--- src/rtl/mod_majority_core_if.sv ---
// Handshake/data bundle for mod_majority_core: operand words, combinational and
// registered results, valid/ready pairs. OP exists only with MOD_MAJORITY_CH_EN.
interface mod_majority_core_if #(
  parameter int WIDTH = 32
);
  logic [0:WIDTH-1] E;
  logic [0:WIDTH-1] F;
  logic [0:WIDTH-1] G;
  logic [0:WIDTH-1] Y;
  logic             in_valid;
  logic             in_ready;
  logic [0:WIDTH-1] Y_Q;
  logic             out_valid;
  logic             out_ready;
`ifdef MOD_MAJORITY_CH_EN
  logic             OP;
`endif

  modport master (
    output E, F, G, in_valid, out_ready,
`ifdef MOD_MAJORITY_CH_EN
    output OP,
`endif
    input  Y, in_ready, Y_Q, out_valid
  );

  modport slave (
    input  E, F, G, in_valid, out_ready,
`ifdef MOD_MAJORITY_CH_EN
    input  OP,
`endif
    output Y, in_ready, Y_Q, out_valid
  );
endinterface

--- src/rtl/mod_majority_core.sv ---
// Bitwise majority (optionally SHA-256 choose when MOD_MAJORITY_CH_EN is defined)
// with a combinational output and a one-deep valid/ready output register.
module mod_majority_core #(
  parameter int WIDTH = 32
) (
  input logic                 clk,
  input logic                 rst,
  mod_majority_core_if.slave  bus
);

  logic [0:WIDTH-1] y_c;
  logic [0:WIDTH-1] y_q;
  logic             out_valid_q;
  logic             accept;

  always_comb begin
    y_c = (bus.E & bus.F) | (bus.E & bus.G) | (bus.F & bus.G);
`ifdef MOD_MAJORITY_CH_EN
    if (bus.OP) begin
      y_c = (bus.E & bus.F) | (~bus.E & bus.G);
    end
`endif
  end

  // The output register is the only storage, so space opens as soon as it drains.
  assign bus.in_ready  = !out_valid_q || bus.out_ready;
  assign accept        = bus.in_valid && bus.in_ready;

  always_ff @(posedge clk) begin
    if (rst) begin
      y_q         <= '0;
      out_valid_q <= 1'b0;
    end else if (accept) begin
      y_q         <= y_c;
      out_valid_q <= 1'b1;
    end else if (bus.out_ready) begin
      out_valid_q <= 1'b0;
    end
  end

  assign bus.Y         = y_c;
  assign bus.Y_Q       = y_q;
  assign bus.out_valid = out_valid_q;

endmodule

--- src/flat_wrapper.sv ---
// flat-port wrapper written by rule: the top's interface ports become plain ports
module mod_majority_core_flat 
#(
  parameter int WIDTH = 32
)
  (clk, rst, bus_E, bus_F, bus_G, bus_in_valid, bus_out_ready, bus_Y, bus_in_ready, bus_Y_Q, bus_out_valid);
  mod_majority_core_if #(.WIDTH(WIDTH)) bus_i ();
  input logic clk;
  input logic rst;
  input wire logic [$bits(bus_i.E)-1:0] bus_E;
  input wire logic [$bits(bus_i.F)-1:0] bus_F;
  input wire logic [$bits(bus_i.G)-1:0] bus_G;
  input wire logic [$bits(bus_i.in_valid)-1:0] bus_in_valid;
  input wire logic [$bits(bus_i.out_ready)-1:0] bus_out_ready;
  output wire logic [$bits(bus_i.Y)-1:0] bus_Y;
  output wire logic [$bits(bus_i.in_ready)-1:0] bus_in_ready;
  output wire logic [$bits(bus_i.Y_Q)-1:0] bus_Y_Q;
  output wire logic [$bits(bus_i.out_valid)-1:0] bus_out_valid;
  assign bus_i.E = bus_E;
  assign bus_i.F = bus_F;
  assign bus_i.G = bus_G;
  assign bus_i.in_valid = bus_in_valid;
  assign bus_i.out_ready = bus_out_ready;
  assign bus_Y = bus_i.Y;
  assign bus_in_ready = bus_i.in_ready;
  assign bus_Y_Q = bus_i.Y_Q;
  assign bus_out_valid = bus_i.out_valid;
  mod_majority_core #(.WIDTH(WIDTH)) u_core (.clk(clk), .rst(rst), .bus(bus_i));
endmodule
--- config.mk ---
export PLATFORM = sky130hd
export DESIGN_NAME = mod_majority_core_flat
export DESIGN_NICKNAME = d
export VERILOG_FILES = /design/src/rtl/mod_majority_core_if.sv /design/src/rtl/mod_majority_core.sv /design/src/flat_wrapper.sv
export SDC_FILE = /design/constraint.sdc
export NUM_CORES = 1
export LEC_CHECK = 0
export BUFFER_PORTS_ARGS = -buffer_cell sky130_fd_sc_hd__buf_2
export CAP_MARGIN = 15
export CORE_ASPECT_RATIO = 0.5
export CORE_MARGIN = 4
export CORE_UTILIZATION = 35
export DETAILED_ROUTE_END_ITERATION = 8
export PLACE_DENSITY = 0.9
export SYNTH_ARGS = -nofsm -noshare
export SYNTH_HDL_FRONTEND = slang
export SYNTH_SLANG_ARGS = --single-unit
--- constraint.sdc ---
create_clock -name clk -period 1.1 [get_ports clk]
set_input_delay 0.11 -clock clk [delete_from_list [all_inputs] [get_ports clk]]
set_output_delay 0.11 -clock clk [all_outputs]
set_load 0.05 [all_outputs]
==> flow_summary_export.csv <==
group,metric,value,unit
placement,dpl.hpwl,4.71,mm
floorplanning,die_w,103,um
routing,ant_nets,0,
placement,place.gp.congestion,0.752,
final_layout,final_common_cell,"buf_2",
clocking,cts_tree,"done",
critical_path,cp_max_fo,14,
final_layout,layout.nets,454,
clocking,cts_root_buf,"clkbuf_8",
yosys,synth-simple-area-share,10.9,%
grt,grt_max_degree,34,
floorplanning,num_rows,17,
routing,vias,2081,
critical_path,timing.rr.end,"u_core.bus.Y_Q[18]$_SDFFE_PP0P_",
sta,final-max-slew-violation-count,0,
yosys,yosysWarningCount,0,
final_layout,syn2layout_area_growth,73.3,%
floorplanning,start_util,36.2,%
routing,avgRoutedWirePerCell,15.2,um
critical_path,cp.arrival,1.35,ns
critical_path,r2r_start,"u_core.bus.out_valid$_SDFFE_PP0P_",
yosys,ys_ff_latch,33,
clocking,clockBufferDepth,2,
critical_path,crit_chain,"nor2b_4 > inv_6 > buf_4 > buf_12 > nand3_1 > a21oi_1",
critical_path,cp_slowest_stage_delay,0.35,ns
yosys,syn_inst,182,
sta,relSlewSlack,82.5,%
final_layout,drive_gt1_share,58.9,%
sta,period_minus_slack,1.18,ns
floorplanning,io_pins,166,
pwr,ir_drop,0.000507,V
final_layout,diodes,0,
routing,routed_wirelength,6.25,mm
yosys,postSynthAreaPerCell,8.76,sq um
clocking,clock_latency,0.28,ns
grt,grt_usage,19.6,%
floorplanning,die_area,5760,sq um
sta,hold_viol_final,0,
placement,dp_cells,397,
min_path,min_from,"rst",
pwr,leakage,0.00134,uW
sta,grt_setup_unrepaired,"true",
clocking,cts_inserted_buffers,5,
critical_path,required,1.27,ns
sta,tns,-1.15,ns
yosys,synth.area.mux_share,0,%
placement,place_area,2530,sq um
grt,grt_pass1_wl,8.97,mm
clocking,htree_levels,2,
yosys,synth_fp_nets,282,
sta,fin_worst_skew,0.00212,ns
routing,wl_met1,2.27,mm
yosys,synth_top_family_by_area,"compound AO/OA/AOI/OAI gates",
pwr,power.total,3590,uW
grt,grt_pass1_vias,1945,
critical_path,r2r_setup_slack,-0.08,ns
routing,via_per_inst,5.05,
sta,layout_setup_ws,-0.0781,ns
routing,wl_met2,3.50,mm
sta,post-route-period-util,107,%
clocking,hold_buffers,0,
min_path,worstHoldPathCells,3,
job,maxCapViolations,0,
outcome,status,"finished, violations left",
yosys,syn_area,1590,sq um
critical_path,critical_path.slowest_cell,"dfxtp_4",
placement,post-place-ws,0.0297,ns
floorplanning,chipHeight,55.7,um
yosys,synth-seq-area-share,41.4,%
routing,route.detailed.drc,0,
grt,antenna_found_initial,0,
critical_path,crit_path_end_kind,"register",
yosys,synth_compound_area_share,20.4,%
min_path,hp-class,"in2reg",
critical_path,path_class,"reg2reg",
grt,grt_overflow,0,
final_layout,finalNonFillerCells,412,
final_layout,final_cell_mix,"164 x buf_2, 32 x maj3_1, 32 x dfxtp_1",
floorplanning,coreArea,4400,sq um
sta,max_freq,0.849,GHz
yosys,synth_cell_types,12,
critical_path,ff2ff_path_depth,6,
routing,first_pass_iters,4,
pwr,power_density,1300,nW/um^2
placement,port_buffers,165,
routing,topRoutingLayerUsed,"met4",
clocking,path_clk_slew,0.07,ns
routing,drt_first_iter_violations,111,
sta,setup_viol,31,
routing,wl_met3,358,um
critical_path,startpoint_type,"register",
min_path,hold_end,"u_core.bus.out_valid$_SDFFE_PP0P_",
final_layout,design_area,2760,sq um
clocking,cts.sinks,33,
sta,worst_slew_pin_slew,0.264,ns
yosys,synthAdderAreaFrac,20.1,%
yosys,synth_xor_area_share,0,%
outcome,violations,"setup timing",
[stage by stage]
stage          hold slack, ns  utilization (%)
4_1_cts                 0.199             60.6
5_1_grt                 0.222             62.7
6_report                0.198             62.7
2_1_floorplan           0.362                -
3_5_place_dp            0.464             57.4
3_3_place_gp            0.458             57.4
[synth_stat cells]
library cell / count / share of area (%)
a21oi_1: 33 / 10
o21ai_0: 30 / 9.4
o21ai_1: 2 / 0.63
maj3_1: 32 / 20
buf_2: 7 / 2.2
clkbuf_1: 4 / 0.94
nand3_1: 32 / 10
buf_4: 3 / 1.4
inv_2: 2 / 0.47
nor2b_4: 1 / 0.86
buf_6: 3 / 2.1
dfxtp_1: 33 / 41
[sequential cells by signal, indices dropped and copies added (netlist names)]
signal	flops
u_core.bus.Y_Q	32
u_core.bus.out_valid	1
[layer usage]
layer  up-vias  track usage (%)
li1       1008                -
met1       983             21.5
met2        75             37.8
met3        15             3.38
met4         0             6.09
met5         -                0
[timing repair]
action / CTS / global route
buffers inserted: 4 / 2
gates resized for setup: 7 / 15
setup endpoints to repair: 1 / 34
gates cloned: 0 / 1
pin swaps: 0 / 4
[layout make-up]
type / instances / area, sq um
Fill cell: 394 / 1640
Timing Repair Buffer: 182 / 1040
Inverter: 2 / 12.5
Sequential cell: 33 / 664
Multi-Input combinational cell: 130 / 891
Clock inverter: 3 / 16.3
Tap cell: 57 / 71.3
Clock buffer: 5 / 68.8
[power by group]
group	internal, uW	switching, uW	leakage, uW	total (uW)
Sequential	1270	33.5	0.000272	1310
Combinational	433	964	0.00102	1400
Clock	438	448	0.0000482	886
Total	2140	1450	0.00134	3590
[cell families (layout without fill, tap and decap cells)]
family | count (synthesis) | count (layout)
AOI/OAI and AO/OA | 65 | 65
DFF | 33 | 33
and+or+nand+nor | 33 | 33
adders and majority gates | 32 | 32
buffers and inverters | 19 | 192
[worst max path at each step]
| stage | slack, ns | endpoint | depth (start not counted) | from |
|---|---|---|---|---|
| detailed placement | 0.03 | u_core.bus.Y_Q[10]$_SDFFE_PP0P_ | 4 | u_core.bus.out_valid$_SDFFE_PP0P_ |
| floorplan | -0.03 | u_core.bus.Y_Q[18]$_SDFFE_PP0P_ | 5 | u_core.bus.out_valid$_SDFFE_PP0P_ |
| CTS | -0.04 | bus_in_ready | 3 | u_core.bus.out_valid$_SDFFE_PP0P_ |
| finish | -0.08 | u_core.bus.Y_Q[18]$_SDFFE_PP0P_ | 6 | u_core.bus.out_valid$_SDFFE_PP0P_ |
| global route | -0.11 | u_core.bus.Y_Q[18]$_SDFFE_PP0P_ | 6 | u_core.bus.out_valid$_SDFFE_PP0P_ |
| global placement | 0.08 | u_core.bus.Y_Q[4]$_SDFFE_PP0P_ | 4 | u_core.bus.out_valid$_SDFFE_PP0P_ |
[critical path, delay by kind of cell (launching register included)]
kind,cells,cell delay [ns]
AO/OA/AOI/OAI,1,0.08
AND/OR/NAND/NOR,2,0.30
flip-flops,1,0.35
buffers and inverters,3,0.34
No activity file was read; power rests on OpenSTA's default activity.
